## src/rtl/nibble_serial_adder32_pkg.sv

```systemverilog
// Shared definitions for the nibble-serial add/subtract sequencer and ALU control.
package nibble_serial_adder32_pkg;

    localparam int unsigned NIB_W = 4;

    // ALU op select as seen on the sub input; OP_SUB is shared with ALU control.
    localparam logic OP_ADD = 1'b0;
    localparam logic OP_SUB = 1'b1;

    typedef enum logic [1:0] {
        ST_IDLE = 2'd0,
        ST_RUN  = 2'd1,
        ST_DONE = 2'd2
    } state_t;

endpackage

```

## src/rtl/nibble_serial_adder32_if.sv

```systemverilog
// Request/response bundle between ALU control (master) and the serial adder (slave).
interface nibble_serial_adder32_if #(
    parameter int WIDTH = 32
);

    logic             start;
    logic             sub;
    logic [WIDTH-1:0] a;
    logic [WIDTH-1:0] b;
    logic             busy;
    logic             done;
    logic [WIDTH-1:0] result;
    logic             c_out;
    logic             ovf;
    logic             zero;

    modport master (
        output start, sub, a, b,
        input  busy, done, result, c_out, ovf, zero
    );

    modport slave (
        input  start, sub, a, b,
        output busy, done, result, c_out, ovf, zero
    );

endinterface

```

## src/rtl/cla_adder4bit.sv

```systemverilog
// 4-bit carry-lookahead adder cell.
module cla_adder4bit (
    input  logic [3:0] a,
    input  logic [3:0] b,
    input  logic       c_in,
    output logic [3:0] sum,
    output logic       c_out
);

    logic [3:0] g;
    logic [3:0] p;
    logic [4:0] c;

    // Generate/propagate lookahead carries, all flattened from c_in.
    always_comb begin
        g    = a & b;
        p    = a ^ b;
        c[0] = c_in;
        c[1] = g[0] | (p[0] & c_in);
        c[2] = g[1] | (p[1] & g[0]) | (p[1] & p[0] & c_in);
        c[3] = g[2] | (p[2] & g[1]) | (p[2] & p[1] & g[0]) | (p[2] & p[1] & p[0] & c_in);
        c[4] = g[3] | (p[3] & g[2]) | (p[3] & p[2] & g[1]) | (p[3] & p[2] & p[1] & g[0])
             | (p[3] & p[2] & p[1] & p[0] & c_in);
        sum   = p ^ c[3:0];
        c_out = c[4];
    end

endmodule

```

## src/rtl/nibble_serial_adder32.sv

```systemverilog
// Multi-cycle add/subtract: one nibble per clock through a single CLA cell, LSB nibble first.
module nibble_serial_adder32
    import nibble_serial_adder32_pkg::*;
#(
    parameter int WIDTH = 32
) (
    input  logic                    clk,
    input  logic                    rst_n,
    nibble_serial_adder32_if.slave  bus
);

    localparam int NIBS = WIDTH / NIB_W;
    localparam int CW   = $clog2(NIBS);
    localparam logic [CW-1:0] LAST_NIB = CW'(NIBS - 1);

    state_t           state;
    logic [CW-1:0]    cnt;
    logic             carry;
    logic [WIDTH-1:0] a_reg;
    logic [WIDTH-1:0] b_reg;
    logic [WIDTH-1:0] result_reg;
    logic             c_out_reg;
    logic             ovf_reg;
    logic             zero_reg;
    logic             busy_reg;
    logic             done_reg;

    logic [CW+1:0]    base;
    logic [3:0]       cell_a;
    logic [3:0]       cell_b;
    logic [3:0]       cell_sum;
    logic             cell_co;
    logic [WIDTH-1:0] result_upd;

    // Counter-driven nibble select; operand registers never shift.
    always_comb begin
        base       = {cnt, 2'b00};
        cell_a     = a_reg[base +: NIB_W];
        cell_b     = b_reg[base +: NIB_W];
        result_upd = result_reg;
        result_upd[base +: NIB_W] = cell_sum;
    end

    cla_adder4bit u_cla (
        .a     (cell_a),
        .b     (cell_b),
        .c_in  (carry),
        .sum   (cell_sum),
        .c_out (cell_co)
    );

    // Sequencer FSM with registered handshake, result and flags.
    always_ff @(posedge clk or negedge rst_n) begin
        if (!rst_n) begin
            state      <= ST_IDLE;
            cnt        <= '0;
            carry      <= 1'b0;
            a_reg      <= '0;
            b_reg      <= '0;
            result_reg <= '0;
            c_out_reg  <= 1'b0;
            ovf_reg    <= 1'b0;
            zero_reg   <= 1'b0;
            busy_reg   <= 1'b0;
            done_reg   <= 1'b0;
        end else begin
            unique case (state)
                ST_IDLE, ST_DONE: begin
                    done_reg <= 1'b0;
                    busy_reg <= 1'b0;
                    if (bus.start) begin
                        // Subtract as A + ~B + 1: invert B and seed the carry with sub.
                        a_reg      <= bus.a;
                        b_reg      <= (bus.sub == OP_SUB) ? ~bus.b : bus.b;
                        carry      <= bus.sub;
                        cnt        <= '0;
                        result_reg <= '0;
                        busy_reg   <= 1'b1;
                        state      <= ST_RUN;
                    end else begin
                        state <= ST_IDLE;
                    end
                end
                ST_RUN: begin
                    result_reg <= result_upd;
                    carry      <= cell_co;
                    if (cnt == LAST_NIB) begin
                        cnt       <= '0;
                        c_out_reg <= cell_co;
                        ovf_reg   <= (a_reg[WIDTH-1] == b_reg[WIDTH-1])
                                     && (cell_sum[3] != a_reg[WIDTH-1]);
                        zero_reg  <= (result_upd == '0);
                        busy_reg  <= 1'b0;
                        done_reg  <= 1'b1;
                        state     <= ST_DONE;
                    end else begin
                        cnt <= cnt + CW'(1);
                    end
                end
                default: state <= ST_IDLE;
            endcase
        end
    end

    assign bus.busy   = busy_reg;
    assign bus.done   = done_reg;
    assign bus.result = result_reg;
    assign bus.c_out  = c_out_reg;
    assign bus.ovf    = ovf_reg;
    assign bus.zero   = zero_reg;

endmodule

```

## src/flat_wrapper.sv

```systemverilog
// flat-port wrapper written by rule: the top's interface ports become plain ports
module nibble_serial_adder32_flat import nibble_serial_adder32_pkg::*;
#(
    parameter int WIDTH = 32
)
  (clk, rst_n, bus_start, bus_sub, bus_a, bus_b, bus_busy, bus_done, bus_result, bus_c_out, bus_ovf, bus_zero);
  nibble_serial_adder32_if #(.WIDTH(WIDTH)) bus_i ();
  input  logic clk;
  input  logic rst_n;
  input wire logic [$bits(bus_i.start)-1:0] bus_start;
  input wire logic [$bits(bus_i.sub)-1:0] bus_sub;
  input wire logic [$bits(bus_i.a)-1:0] bus_a;
  input wire logic [$bits(bus_i.b)-1:0] bus_b;
  output wire logic [$bits(bus_i.busy)-1:0] bus_busy;
  output wire logic [$bits(bus_i.done)-1:0] bus_done;
  output wire logic [$bits(bus_i.result)-1:0] bus_result;
  output wire logic [$bits(bus_i.c_out)-1:0] bus_c_out;
  output wire logic [$bits(bus_i.ovf)-1:0] bus_ovf;
  output wire logic [$bits(bus_i.zero)-1:0] bus_zero;
  assign bus_i.start = bus_start;
  assign bus_i.sub = bus_sub;
  assign bus_i.a = bus_a;
  assign bus_i.b = bus_b;
  assign bus_busy = bus_i.busy;
  assign bus_done = bus_i.done;
  assign bus_result = bus_i.result;
  assign bus_c_out = bus_i.c_out;
  assign bus_ovf = bus_i.ovf;
  assign bus_zero = bus_i.zero;
  nibble_serial_adder32 #(.WIDTH(WIDTH)) u_core (.clk(clk), .rst_n(rst_n), .bus(bus_i));
endmodule
```

## config.mk

```make
export PLATFORM = sky130hd
export DESIGN_NAME = nibble_serial_adder32_flat
export DESIGN_NICKNAME = d
export VERILOG_FILES = /design/src/rtl/nibble_serial_adder32_pkg.sv /design/src/rtl/nibble_serial_adder32_if.sv /design/src/rtl/cla_adder4bit.sv /design/src/rtl/nibble_serial_adder32.sv /design/src/flat_wrapper.sv
export SDC_FILE = /design/constraint.sdc
export NUM_CORES = 1
export LEC_CHECK = 0
export BUFFER_PORTS_ARGS = -buffer_cell sky130_fd_sc_hd__buf_2
export CORE_UTILIZATION = 50
export CTS_CLUSTER_DIAMETER = 40
export DETAILED_ROUTE_END_ITERATION = 8
export MAX_ROUTING_LAYER = met4
export PLACE_DENSITY = 0.75
export SYNTH_ARGS = -nofsm -noshare
export SYNTH_HDL_FRONTEND = slang
export SYNTH_HIERARCHICAL = 1
export SYNTH_SLANG_ARGS = --single-unit
```

## constraint.sdc

```tcl
create_clock -name clk -period 5.1 [get_ports clk]
set_clock_uncertainty 0.15 [all_clocks]
set_input_delay 0.51 -clock clk [delete_from_list [all_inputs] [get_ports clk]]
set_output_delay 0.51 -clock clk [all_outputs]
set_load 0.02 [all_outputs]
```

After elaboration in Yosys (flattened, before gate mapping)
Cells that the tools add are included.
Widths: inputs -> output; s select.
{ "op_classes": {"reduce_logical": 9, "shifts": 4, "muxes": 17, "eq_ne": 7, "addsub": 2, "n_bitwise": 30} }
{ "op_table": {"columns": ["cell", "count"], "rows": [
  ["$mux 32", 2],
  ["$pmux 32 s2", 1],
  ["$shiftx 32x6->4", 2],
  ["$bwmux 32", 1],
  ["$logic_not 32->1", 1],
  ["$not 32->32", 1],
  ["$shift 4x7->32 const A", 1],
  ["$shiftx 4x7->32", 1],
  ["$and 1x1->1", 16],
  ["$or 1x1->1", 10],
  ["$reduce_and 2->1", 4],
  ["$xor 4x4->4", 2],
  ["$neg 5->7", 1],
  ["$mux 3", 2],
  ["$pmux 1 s2", 3],
  ["$pmux 3 s2", 1],
  ["$mux 1", 5],
  ["$and 4x4->4", 1],
  ["$pmux 2 s2", 1],
  ["$add 3x1->3 const B", 1],
  ["$eq 3x3->1 const B", 1],
  ["$eq 2x1->1 const B", 1],
  ["$eq 2x2->1 const B", 1],
  ["$logic_not 2->1", 1],
  ["other kinds (8)", 8]
]} }
{ "word_totals": {"reg_bits": 107, "inputBits": 68, "out_inout_bits": 37} }

Logic depth before layout (Yosys ltp)
{ "logic_depth": {"ltp_word": 10, "ltp_mapped": 14, "depth_no_buf": 12} }

Hierarchy
The synthesis kept the hierarchy.
{ "by_module_without_submodules": {"columns": ["module", "instances", "cells_each", "seq_area_each_um2", "area_each_um2"], "rows": [
  ["nibble_serial_adder32", 1, 570, 2677.6, 5356.4],
  ["cla_adder4bit", 1, 17, 0.0, 147.6]
]} }

Worst setup path after synthesis
OpenSTA, ideal clock, no wires.
{ "synth_path": {"path_type": "reg2reg", "startpoint": "reg u_core.cnt[0]", "endpoint": "reg u_core.zero_reg, in the netlist u_core/bus.zero", "path_stages_with_launch": 15, "setup_slack_ns": 1.348, "required_time_ns": 4.884, "n_path_buf": 3, "setup_time_ns": 0.066, "t_arrival_ns": 3.536, "synth_period_minus_slack_ns": 3.752, "path_cell_list": "dfrtp_1 -> buf_6 -> clkbuf_1 -> mux4_2 -> nand2_1 -> nand2_1 -> ha_1 -> a21o_1 -> a31o_1 -> xor2_1 -> clkbuf_1 -> nor4_2 -> a21oi_1 -> a221oi_2 -> a32o_2"} }
{ "synth_between": {"word_cells_on_any_way": 27, "cone_classes": "add/sub: 1; eq/ne: 1; shift: 4; mux: 1; bitwise: 18; reduce/logical: 2"} }
{ "synth_lines": {"columns": ["item", "line", "text"], "rows": [
  ["start, declared", "nibble_serial_adder32.sv:17", "logic [CW-1:0] cnt;"],
  ["start signal, assigned", "nibble_serial_adder32.sv:97", "cnt <= cnt + CW'(1);"],
  ["$shiftx 32x6->4 *", "nibble_serial_adder32.sv:38", "cell_a = a_reg[base +: NIB_W];"],
  ["net u_core.cell_a[0]", "nibble_serial_adder32.sv:29", "logic [3:0] cell_a;"],
  ["$and 4x4->4 / $xor 4x4->4 (equally long branches)", "cla_adder4bit.sv:16, cla_adder4bit.sv:17", null],
  ["$and 1x1->1", "cla_adder4bit.sv:21", "c[3] = g[2] | (p[2] & g[1]) | (p[2] & p[1] & g[0]) | (p[2] & p[1] & p[0] & c_in);"],
  ["$or 1x1->1 / $and 1x1->1 (equally long branches)", "cla_adder4bit.sv:21", null],
  ["$or 1x1->1 *", "cla_adder4bit.sv:21", null],
  ["$xor 4x4->4 *", "cla_adder4bit.sv:24", "sum = p ^ c[3:0];"],
  ["net u_core.cell_sum[3]", "nibble_serial_adder32.sv:31", "logic [3:0] cell_sum;"],
  ["$shiftx 4x7->32 *", "nibble_serial_adder32.sv:41", "result_upd[base +: NIB_W] = cell_sum;"],
  ["$bwmux 32 *", "nibble_serial_adder32.sv:41", null],
  ["$logic_not 32->1 *", "nibble_serial_adder32.sv:92", "zero_reg <= (result_upd == '0);"],
  ["end signal, assigned", "nibble_serial_adder32.sv:92", null],
  ["end, declared", "nibble_serial_adder32.sv:24", "logic zero_reg;"]
]} }
The timed path passes the listed nets; every way through them passes the cells marked *.
A chain may end at the register's enable or synchronous reset.

Worst setup path after layout
Same ends and word-level chain as after synthesis.

==> results_dict.tcl <==
set metrics [dict create \
    status "finished clean" \
    yosysWarnings 6 \
    cts-root-buf "clkbuf_8" \
    first_pass_iters 4 \
    drv_slew 0 \
    cts_sinks 107 \
    synth_top_cell_area_share_pct 48.65 \
    grt_usage_pct 25.97 \
    synthToLayoutAreaGrowth_pct 14.91 \
    critical_path_class "reg -> reg" \
    drc 0 \
    port_buffers 104 \
    p_total_w 0.004889 \
    dieHeight_um 106.9 \
    tightestPinTransition_ns 1.084 \
    ys_top_cells_by_area "dfrtp_1, nand2_1, mux4_2" \
    cap_violations 0 \
    endpoint_kind "flip-flop" \
    synth_area_leader_cell "dfrtp_1" \
    die_w_um 106.9 \
    hold_viol 0 \
    ys_seq_elements 107 \
    grt_pass1_wl_um 22300 \
    powerDensity_nw_per_um2 773.0 \
    cts_buffers 9 \
    synth_nets 668 \
    reg2reg_depth 12 \
    avgViaCountPerCell 5.541 \
    min_period_ns 4.302 \
    cts_htree_levels 3 \
    fin_util_pct 60.19 \
    cp_max_fo 18 \
    vias 4499 \
    rows 37 \
    fmax_mhz 232.4 \
    grt_antenna_before_repair 0 \
    core_sq_um 10510 \
    synth_cells 587 \
    drt_iter0_drc 287 \
    cts-hold-fix-buffers 0 \
    post-place-ws_ns 0.7897 \
    grt_overflow 0 \
    cts_tree "done" \
    yosysUniqueCellTypes 46 \
    grt_setup_unrepaired "no" \
    setup_viol 0 \
    fin_crit_sh_pct 84.36 \
    setup_slack_ns 0.7977 \
    wl_per_cell_um 16.41 \
    postCtsSetupBuffers 0 \
    hp-class "in -> async" \
    io_pins 105 \
    ant_nets 0 \
    synth_area_sq_um 5504 \
    start_util_pct 52.38 \
    synth_enable_flop_cells 0 \
    post_cts_resized 0 \
    finalNetCount 754 \
    drive_gt1_share_pct 22.04 \
    setup.worst_path.start_class "flip-flop" \
    synth_ff_type "dfrtp_1" \
    tns_ns 0 \
    critPathRequiredTime_ns 5.22 \
    grt_max_degree 70 \
    wirelength_um 13330 \
    dieArea_sq_um 11430 \
    diodes 0 \
    gp_congestion 0.9058 \
    grt_pass1_vias 4546 \
    power.leakage_nw 3.165 \
    hold-worst-slack_ns 0.1030 \
    clk_pin_slew_ns 0.10 \
    synth-async-reset-ratio_pct 100.0 \
    syn_avg_cell_area_sq_um 9.377 \
    seq_area_frac_synth_pct 48.65 \
    dpl.hpwl_um 9617 \
    clkLatencyLatePin_ns 0.37 \
    vdd_ir_drop_max_mv 0.4064 \
    cts_buffer_depth 2 \
    maxSlewHeadroom_pct 26.79 \
    cp.arrival_ns 4.43 \
]
[synthesized netlist by cell type, types with 2 or more instances]
| cell type | instances |
|---|---|
| nand2_1 | 196 |
| nor3b_1 | 2 |
| or3_1 | 3 |
| nor2b_1 | 5 |
| nand2b_1 | 6 |
| o21ai_0 | 58 |
| mux2i_1 | 2 |
| nor3_1 | 7 |
| ha_1 | 12 |
| a21oi_1 | 5 |
| xnor2_1 | 34 |
| a21o_1 | 3 |
| o211ai_1 | 2 |
| mux4_2 | 16 |
| nand3_1 | 9 |
| o22ai_1 | 2 |
| buf_6 | 2 |
| nand3b_1 | 2 |
| mux2_2 | 2 |
| o41ai_1 | 2 |
| buf_1 | 3 |
| nor4_1 | 4 |
| inv_1 | 8 |
| nor2_1 | 26 |
| clkbuf_1 | 31 |
| dfrtp_1 | 107 |
| o31ai_1 | 4 |
| o32ai_1 | 4 |
| a22o_1 | 6 |
| a32o_1 | 8 |
[cell families (layout without fill, tap and decap cells)]
group / after synthesis / after routing / share of synthesized area [%]
compound gates: 100 / 100 / 11.64
xor+xnor: 35 / 35 / 5.570
fa+ha+maj: 13 / 13 / 3.092
buf+inv: 45 / 134 / 3.342
flops: 107 / 107 / 48.65
mux: 20 / 20 / 7.320
simple gates: 267 / 267 / 20.39
[cell type report]
type | instances | area [sq um]
fillers | 914 | 4184
well taps | 136 | 170.2
multi-input cells | 435 | 2653
clock inverters | 2 | 60.06
flip-flops and latches | 107 | 2678
inverters | 9 | 33.78
repair buffers | 111 | 575.6
clock buffers | 12 | 155.1
[report_power, final]
group	internal (W)	total, W	switching, W	leakage, nW
clock	0.000299	0.000575	0.000276	0.109
sequential	0.00122	0.00156	0.000340	1.38
combinational	0.00105	0.00276	0.00171	1.68
total	0.00256	0.00489	0.00233	3.17
[worst max-delay path: stages, from the launching register on]
cell and delay (ns):
dfrtp_1 1.01, mux4_2 0.62, nand2_1 0.09, nand2_1 0.10
ha_1 0.30, a21o_1 0.20, a31o_1 0.24, xor2_1 0.60
o21ai_0 0.16, mux2_2 0.28, o211ai_1 0.08, nor4_1 0.08
a32o_2 0.27
[per-stage QoR]
step	cell area, sq um	std cells
2_1_floorplan	5504	587
3_3_place_gp	6110	798
3_5_place_dp	6110	798
4_1_cts	6325	812
5_1_grt	6325	812
6_report	6325	812
[metal layers]
layer	global-route usage, %	routed length (um)
met4	11.64	312
met1	34.75	6004
met5	-	0
met3	3.222	597
met2	40.05	6410
[worst paths after layout]
| kind | from | endpoint | slack, ns |
|---|---|---|---|
| min reg2reg | u_core/b_reg[11] | u_core/b_reg[11] | 0.33 |
| max in group asynchronous | rst_n | u_core/cnt[0] | 3.67 |
| min | rst_n | u_core/bus.result[15] | 0.10 |
| min in group clk | bus_a[3] | u_core/a_reg[3] | 0.17 |
| max reg2reg | u_core/cnt[0] | u_core/bus.zero | 0.80 |
| max | u_core/cnt[0] | u_core/bus.zero | 0.80 |
[cell usage in the layout, fill, tap and decap left out, drive strengths merged, types with 6 or more instances in the layout]
cell type and n:
a22o 6, nand2 196, o21ai 58, nand2b 6, clkbuf 12, xnor2 34
nor3 7, buf 111, inv 8, a32o 9, nor2 26, mux4 16
ha 12, dfrtp 107, nand3 9
Note: power is estimated with default switching activity, not from simulation.
